`config.mk`:
```
export PLATFORM = sky130hd
export DESIGN_NAME = counter_display_driver
export DESIGN_NICKNAME = d
export VERILOG_FILES = /design/src/rtl/counter_display_driver.sv
export SDC_FILE = /design/constraint.sdc
export NUM_CORES = 1
export LEC_CHECK = 0
export CORE_UTILIZATION = 40
export DETAILED_ROUTE_END_ITERATION = 10
export PLACE_DENSITY = 0.64
export SLEW_MARGIN = 20
export SYNTH_ARGS = -nofsm -noshare
export SYNTH_HDL_FRONTEND = slang
export SYNTH_SLANG_ARGS = --single-unit
```
`constraint.sdc`:
```
create_clock -name clk -period 6 [get_ports clk]
set_input_delay 0.6 -clock clk [delete_from_list [all_inputs] [get_ports clk]]
set_output_delay 0.6 -clock clk [all_outputs]
set_load 0.01 [all_outputs]
```
`src/rtl/counter_display_driver.sv`:
```
// Four-digit common-anode seven-segment driver for a 4-bit up/down counter.
// Inputs are captured once per scan frame; the ones-digit DP flashes after each value change.
module counter_display_driver #(
    parameter int SCAN_DIV      = 100000,
    parameter int BLANK_CYC     = 16,
    parameter int FLASH_FRAMES  = 50,
    parameter int LEADING_BLANK = 1
) (
    input  logic       clk,
    input  logic       rst_n,
    input  logic [3:0] value,
    input  logic       up_dn,
    output logic [3:0] an,
    output logic [6:0] seg,
    output logic       dp
);

    localparam int SW = (SCAN_DIV > 1) ? $clog2(SCAN_DIV) : 1;
    localparam int FW = (FLASH_FRAMES > 0) ? $clog2(FLASH_FRAMES + 1) : 1;
    localparam logic [SW-1:0] SCAN_LAST  = SW'(SCAN_DIV - 1);
    localparam logic [SW-1:0] BLANK_END  = SW'(BLANK_CYC);
    localparam logic [FW-1:0] FLASH_LOAD = FW'(FLASH_FRAMES);

    localparam logic [6:0] GLYPH_U     = 7'h41;
    localparam logic [6:0] GLYPH_D     = 7'h21;
    localparam logic [6:0] GLYPH_BLANK = 7'h7F;

    logic [SW-1:0] scan_cnt;
    logic [1:0]    slot;
    logic [3:0]    shadow_val;
    logic          shadow_dir;
    logic [FW-1:0] flash_cnt;
    logic          frame_end;

    logic [3:0]    ones;
    logic [3:0]    an_p0;
    logic [6:0]    seg_p0;
    logic          dp_p0;

    // Active-low gfedcba pattern for a decimal digit.
    function automatic logic [6:0] digit_seg(input logic [3:0] d);
        logic [6:0] s;
        case (d)
            4'd0:    s = 7'h40;
            4'd1:    s = 7'h79;
            4'd2:    s = 7'h24;
            4'd3:    s = 7'h30;
            4'd4:    s = 7'h19;
            4'd5:    s = 7'h12;
            4'd6:    s = 7'h02;
            4'd7:    s = 7'h78;
            4'd8:    s = 7'h00;
            4'd9:    s = 7'h10;
            default: s = GLYPH_BLANK;
        endcase
        return s;
    endfunction

    assign frame_end = (scan_cnt == SCAN_LAST) && (slot == 2'd3);

    always_ff @(posedge clk or negedge rst_n) begin
        if (!rst_n) begin
            scan_cnt <= '0;
            slot     <= 2'd0;
        end else if (scan_cnt == SCAN_LAST) begin
            scan_cnt <= '0;
            slot     <= slot + 2'd1;
        end else begin
            scan_cnt <= scan_cnt + 1'b1;
        end
    end

    // A fresh value reloads the flash counter even if it is still running.
    always_ff @(posedge clk or negedge rst_n) begin
        if (!rst_n) begin
            shadow_val <= 4'd0;
            shadow_dir <= 1'b0;
            flash_cnt  <= '0;
        end else if (frame_end) begin
            shadow_val <= value;
            shadow_dir <= up_dn;
            if (value != shadow_val)
                flash_cnt <= FLASH_LOAD;
            else if (flash_cnt != '0)
                flash_cnt <= flash_cnt - 1'b1;
        end
    end

    always_comb begin
        ones   = (shadow_val >= 4'd10) ? (shadow_val - 4'd10) : shadow_val;
        an_p0  = (scan_cnt < BLANK_END) ? 4'b1111 : ~(4'b0001 << slot);
        dp_p0  = !((slot == 2'd0) && (flash_cnt != '0));
        seg_p0 = GLYPH_BLANK;
        case (slot)
            2'd0: seg_p0 = digit_seg(ones);
            2'd1: begin
                if (shadow_val >= 4'd10)
                    seg_p0 = digit_seg(4'd1);
                else if (LEADING_BLANK == 0)
                    seg_p0 = digit_seg(4'd0);
                else
                    seg_p0 = GLYPH_BLANK;
            end
            2'd2: seg_p0 = GLYPH_BLANK;
            2'd3: seg_p0 = shadow_dir ? GLYPH_U : GLYPH_D;
            default: seg_p0 = GLYPH_BLANK;
        endcase
    end

    // p0 -> output register: one clock of latency from scan position to pins.
    always_ff @(posedge clk or negedge rst_n) begin
        if (!rst_n) begin
            an  <= 4'b1111;
            seg <= GLYPH_BLANK;
            dp  <= 1'b1;
        end else begin
            an  <= an_p0;
            seg <= seg_p0;
            dp  <= dp_p0;
        end
    end

endmodule

```
==> results of run 1 <==
[synth_stat cells, types with 2 or more instances]
cell and n:
nor3_1 4, a21oi_1 11, nand4_1 3, nand2b_1 2, a211oi_1 2, xnor2_1 13, a2111oi_0 2, mux2_2 6
and4_1 2, ha_1 11, a31oi_1 2, nand2_1 17, dfstp_2 12, nand3_1 12, o31ai_1 2, and2_1 4
o21ai_1 2, nor2b_1 4, o21ai_0 13, or3_1 3, clkbuf_1 7, inv_1 9, xor2_1 5, nor2_1 23
dfrtp_1 30
[worst max path at each step]
stage	start	to	slack (ps)	cells after the start
6_report	scan_cnt[8]$_DFF_PN0_	flash_cnt[5]$_DFFE_PN0P_	3610	5
5_1_grt	scan_cnt[8]$_DFF_PN0_	flash_cnt[5]$_DFFE_PN0P_	3460	5
4_1_cts	scan_cnt[8]$_DFF_PN0_	flash_cnt[5]$_DFFE_PN0P_	3620	5
3_5_place_dp	scan_cnt[8]$_DFF_PN0_	flash_cnt[5]$_DFFE_PN0P_	3630	5
3_3_place_gp	scan_cnt[8]$_DFF_PN0_	flash_cnt[5]$_DFFE_PN0P_	3680	5
2_1_floorplan	scan_cnt[8]$_DFF_PN0_	flash_cnt[5]$_DFFE_PN0P_	4000	6
[worst register-to-register path: cells and delay by family, from the launching register on]
family | cells | cell delay, ps
flops | 1 | 440
simple gates | 5 | 1900
[flip-flops by register name (all words and copies together) (netlist names)]
name        cells
an              4
dp              1
flash_cnt       6
scan_cnt       17
seg             7
shadow_dir      1
shadow_val      4
slot            2
[per-stage QoR]
step	cell area [um^2]	hold WS, ps	power [uW]	std cells
3_5_place_dp	2370	475	357	295
4_1_cts	2460	458	546	303
6_report	2460	433	538	303
5_1_grt	2460	493	562	303
3_3_place_gp	2370	481	356	295
2_1_floorplan	2150	304	331	216
[kinds of logic (layout without fill, tap and decap cells)]
logic type / Yosys count / in the layout
multiplexers: 6 / 6
AO/OA/AOI/OAI: 41 / 41
buffers and inverters: 18 / 35
flip-flops: 42 / 42
XOR/XNOR: 18 / 18
adder cells (fa/ha/maj): 11 / 11
AND/OR/NAND/NOR: 80 / 80
[cell type report]
cell class                 count  share of cell area (%)
sequential                    42                    43.4
multi-input combinational    156                    40.9
timing repair buffer          18                    7.12
tap                           70                    3.56
clock buffer                   7                    3.51
inverter                       9                    1.37
clock inverter                 1                   0.204
[report_power, final]
group | switching (uW) | total, uW | leakage (uW) | internal [uW]
Clock | 94.8 | 188 | 0.0000482 | 92.8
Combinational | 25.2 | 51.0 | 0.000488 | 25.8
Sequential | 4.73 | 300 | 0.000503 | 295
Total | 125 | 538 | 0.00104 | 413
[layer usage]
metal / GRT usage [%] / vias up / share of wire [%]
li1: - / 785 / -
met1: 20.8 / 722 / 52
met2: 20.6 / 19 / 44
met3: 4.42 / 5 / 2.4
met4: 6.79 / 0 / 2.3
met5: 0 / - / 0
==> impl_results.md, run 1 <==
* Std cell rows at 26
* Commonest non-fill, non-tap cell in the layout: dfrtp_1
* Reg clk slew, reported paths at 80 ps
* Critical path's top delay family: simple AND/OR/NAND/NOR gates
* DR vias at 1,531
* Synth top area cells: dfrtp_1 35%, dfstp_2 15%, ha_1 6.4%
* Post-synthesis sequential area ratio at between 40% and 50%
* CP Data Required Time at 6240 ps
* Launching element type of the critical path: register
* # setup viols final at 0
* Reg2reg end: flash_cnt[5]$_DFFE_PN0P_
* Yosys top cell by area: dfrtp_1
* Fill cells at ~520
* # diodes at 0
* Port Buffers at 18
* RSZ-0062 raised after global routing: false
* GRT Util Overall at 14.7%
* Commonest non-fill, non-tap cells in the layout: 30 x dfrtp_1, 23 x nor2_1, 17 x nand2_1, 17 x clkdlybuf4s50_1
* Proportion of synthesized area in mux cells at 3.15%
* First-pass GRT wire length at 6090 um
* Initial Util at 41.8%
* Worst path max stage delay at 530 ps
* Crit Path Max Fanout at 16
* Worst-Skew Late Latency at 300 ps
* Area of the core at 5140 um^2
* Leakage Power at 0.00104 uW
* Number of H-tree levels at 2
* Number of vias per cell at 5.05
* CTS tree: yes
* Setup TNS at 0 ps
* Synth Area in Compound Gates at 11.4%
* RR Startpoint: scan_cnt[8]$_DFF_PN0_
* Min cycle time layout at roughly 2400 ps
* Critical path capture point type: register
* Initial DRC Count at 74
* DR DRC count at 0
* GP Congestion at 0.776
* Area of the multi-input gates at between 1000 and 1500 um^2
* Num ports at 19
* Crit Path Category: register to register
* Max-cap violation count at 0
* Final period util at 39.8%
* Slowest CP cell: or4_1
* Synth Area in Adders at 6.41%
* Achievable Freq at 0.419 GHz
* Reg2Reg Setup Slack at 3610 ps
* Synth Cell Area at 2150 um^2
* Critical-path cell list: or4_1 -> and4b_1 -> and2_1 -> or4b_1 -> nand3_1
* Die Span X at 75.3 um
* Max Slew Vio Count at 0
* DRT Pass-1 Iters at 4
* Top FF cell, synth: dfrtp_1
* CTS root buf: clkbuf_8
* Final ANT Viol Nets at 0
* Largest family of logic cells by synthesized area: simple AND/OR/NAND/NOR gates
* NumNets Final at 250
* Post-synth EDFFs at 0
* WL/cell at around 12 um
* Final setup margin at roughly 3600 ps
* CP arrival at 2630 ps
* Least-Margin Pin Slew at between 800 and 900 ps
* Worst path bufs/invs at 0
* Run status: finished clean
* Post-synth net total at between 200 and 250
* Setup bufs post-CTS at 0
* R2r worst-path depth at 5
* Max clock buf depth at 2
* Hold Vio Cnt, Final at 0
* Cells after Synth at approximately 220
* Post-CTS Resized at 0
* Clk_skew at 7.75 ps
* Vias in the first global route at 1,305
* HP Class: primary input to asynchronous set/reset pin
* Syn. warnings at 0
* Clock sinks at between 40 and 50
* Slew HR at 40.1%
* Area growth from synthesis to layout at 14.5%
* Pin count of the biggest net entering global routing at 43
* FF+latch count, synth at 42
* Simple-gate share of the synthesized area at 18.5%
* Final Util at roughly 48%
* Synth top area share at between 30% and 40%
* Final HPWL DP at 2630 um
* Antenna violations before repair at 0
* Final WL at between 3000 and 4000 um
* PwrDens at around 220 nW/um^2
* Async SR Flop Fraction at 100%
* Synth Area in XOR/XNOR at 7.34%
* Cts hold-fix bufs at 0
* Sequential cell area at 1070 um^2
* GR Overflow Total at 0
* Number of buffers created by CTS at 5
* Die area at between 5000 and 6000 um^2
* Syn avg cell area at 9.94 um^2
* Place WS at 3630 ps
* VDD IR-drop max at around 0.099 mV
* Share of layout cells above drive strength 1 at 11.2%
* Yosys cell types at 40
* Vert. Die Dim at 75.3 um
No activity file was read; power rests on OpenSTA's default activity.
==> run 2: changes to the inputs <==
Clock period 6 ns to 2.25 ns, I/O delays scaled along.
==> impl_results.md, run 2 (same netlist as run 1, synthesis figures left out) <==
* Num ports at 19
* Final ANT Viol Nets at 0
* Number of buffers created by CTS at 5
* Cts hold-fix bufs at 0
* # diodes at 0
* Slowest CP cell: or4_1
* Port Buffers at 18
* DR vias at 1,565
* Max-cap violation count at 0
* Die area at 5660 um^2
* # setup viols final at 0
* Clock sinks at 42
* WL/cell at 12.6 um
* Reg2reg end: flash_cnt[0]$_DFFE_PN0P_
* Vert. Die Dim at 75.3 um
* DRT Pass-1 Iters at 4
* Initial Util at between 40% and 50%
* Largest registers: scan_cnt: 17 flops, seg: 7 flops, flash_cnt: 6 flops
* GR Overflow Total at 0
* Max clock buf depth at 2
* Crit Path Category: register to register
* Critical path capture point type: register
* Slew HR at 38.9%
* Final period util at 89.0%
* Min cycle time layout at 2000 ps
* Final hold slack at 63.3 ps
* Final HPWL DP at 2770 um
* CP arrival at 2210 ps
* Run status: finished clean
* Achievable Freq at 0.500 GHz
* RR Startpoint: scan_cnt[8]$_DFF_PN0_
* Top reg by flops: scan_cnt
* Critical-path cell list: or4_1 -> and4b_1 -> and2_1 -> buf_4 -> nand3_1 -> o21ai_0
* Fin cells at 305
* CTS tree: yes
* Least-Margin Pin Slew at around 920 ps
* Final WL at 3850 um
* HP Class: primary input to asynchronous set/reset pin
* Max FFs per register at 17
* Sequential cell area at around 1100 um^2
* Leakage Power at about 0.0010 uW
* Commonest non-fill, non-tap cells in the layout: 30 x dfrtp_1, 23 x nor2_1, 17 x nand2_1, 17 x clkdlybuf4s50_1
* Vias in the first global route at 1,444
* RSZ-0062 raised after global routing: false
* GP Congestion at between 0.7 and 0.8
* Setup TNS at 0 ps
* Initial DRC Count at 57
* Worst path max stage delay at 530 ps
* Commonest non-fill, non-tap cell in the layout: dfrtp_1
* Antenna violations before repair at 0
* Worst-Skew Late Latency at 290 ps
* Launching element type of the critical path: register
* Setup bufs post-CTS at 0
* Area of the multi-input gates at 1000 um^2
* Area growth from synthesis to layout at 15.4%
* GRT Util Overall at 15.7%
* DR DRC count at 0
* Std cell rows at 26
* Number of vias per cell at 5.13
* First-pass GRT wire length at 6620 um
* Fill cells at roughly 520
* CTS root buf: clkbuf_8
* Die Span X at 75.3 um
* CP startpoint: scan_cnt[8]$_DFF_PN0_
* Final Util at 48.2%
* Clk_skew at 2.85 ps
* CP Data Required Time at 2460 ps
* Max Slew Vio Count at 0
* Pin count of the biggest net entering global routing at 43
* Post-CTS Resized at 0
* R2r worst-path depth at 6
* NumNets Final at 252
* Share of layout cells above drive strength 1 at 12.3%
* Area of the core at between 5000 and 6000 um^2
* Reg2Reg Setup Slack at 250 ps
* Reg clk slew, reported paths at 80 ps
* VDD IR-drop max at 0.204 mV
* Crit Path Max Fanout at 15
* Hold Vio Cnt, Final at 0
* Post-Place Cells at 297
* Number of H-tree levels at 2
* PwrDens at 583 nW/um^2
run 2: where the power goes:
part	internal [uW]	switching, uW	total [uW]	leakage [uW]
registers	786	13.0	799	0.000503
logic	68.7	68.2	137	0.000498
clock network	247	261	507	0.0000472
run 2: how the worst max path moves through the flow:
stage                                    end  depth (start not counted)
finish              flash_cnt[0]$_DFFE_PN0P_                          6
global route        flash_cnt[0]$_DFFE_PN0P_                          6
CTS                 flash_cnt[0]$_DFFE_PN0P_                          6
detailed placement  flash_cnt[0]$_DFFE_PN0P_                          6
global placement    flash_cnt[5]$_DFFE_PN0P_                          5
floorplan           flash_cnt[5]$_DFFE_PN0P_                          6
run 2: worst max-delay path: cells and delay by family (launching register included):
| family | cells | cell delay (ps) |
|---|---|---|
| and+or+nand+nor | 4 | 1090 |
| buffers and inverters | 1 | 210 |
| AOI/OAI and AO/OA | 1 | 180 |
| DFF | 1 | 440 |
run 2: cell type report:
class                      instances  area share, %
multi-input combinational        156           40.6
tap                               70           3.54
sequential                        42           43.0
inverter                           9           1.36
clock inverter                     2          0.505
clock buffer                       6           3.33
timing repair buffer              20           7.68
run 2: routing by layer:
metal	GRT usage, %	vias to the layer above	share of wire (%)
met4	6.79	0	1.6
met1	20.6	756	50
li1	-	782	-
met3	4.02	4	2.5
met2	24.6	23	46
met5	0	-	0
run 2: stage by stage:
step | power [uW] | cell area [um^2] | setup slack, ps
global route | 1500 | 2480 | 88.1
global placement | 949 | 2380 | 299
CTS | 1460 | 2480 | 213
finish | 1440 | 2480 | 248
detailed placement | 951 | 2380 | 224
floorplan | 883 | 2150 | 250
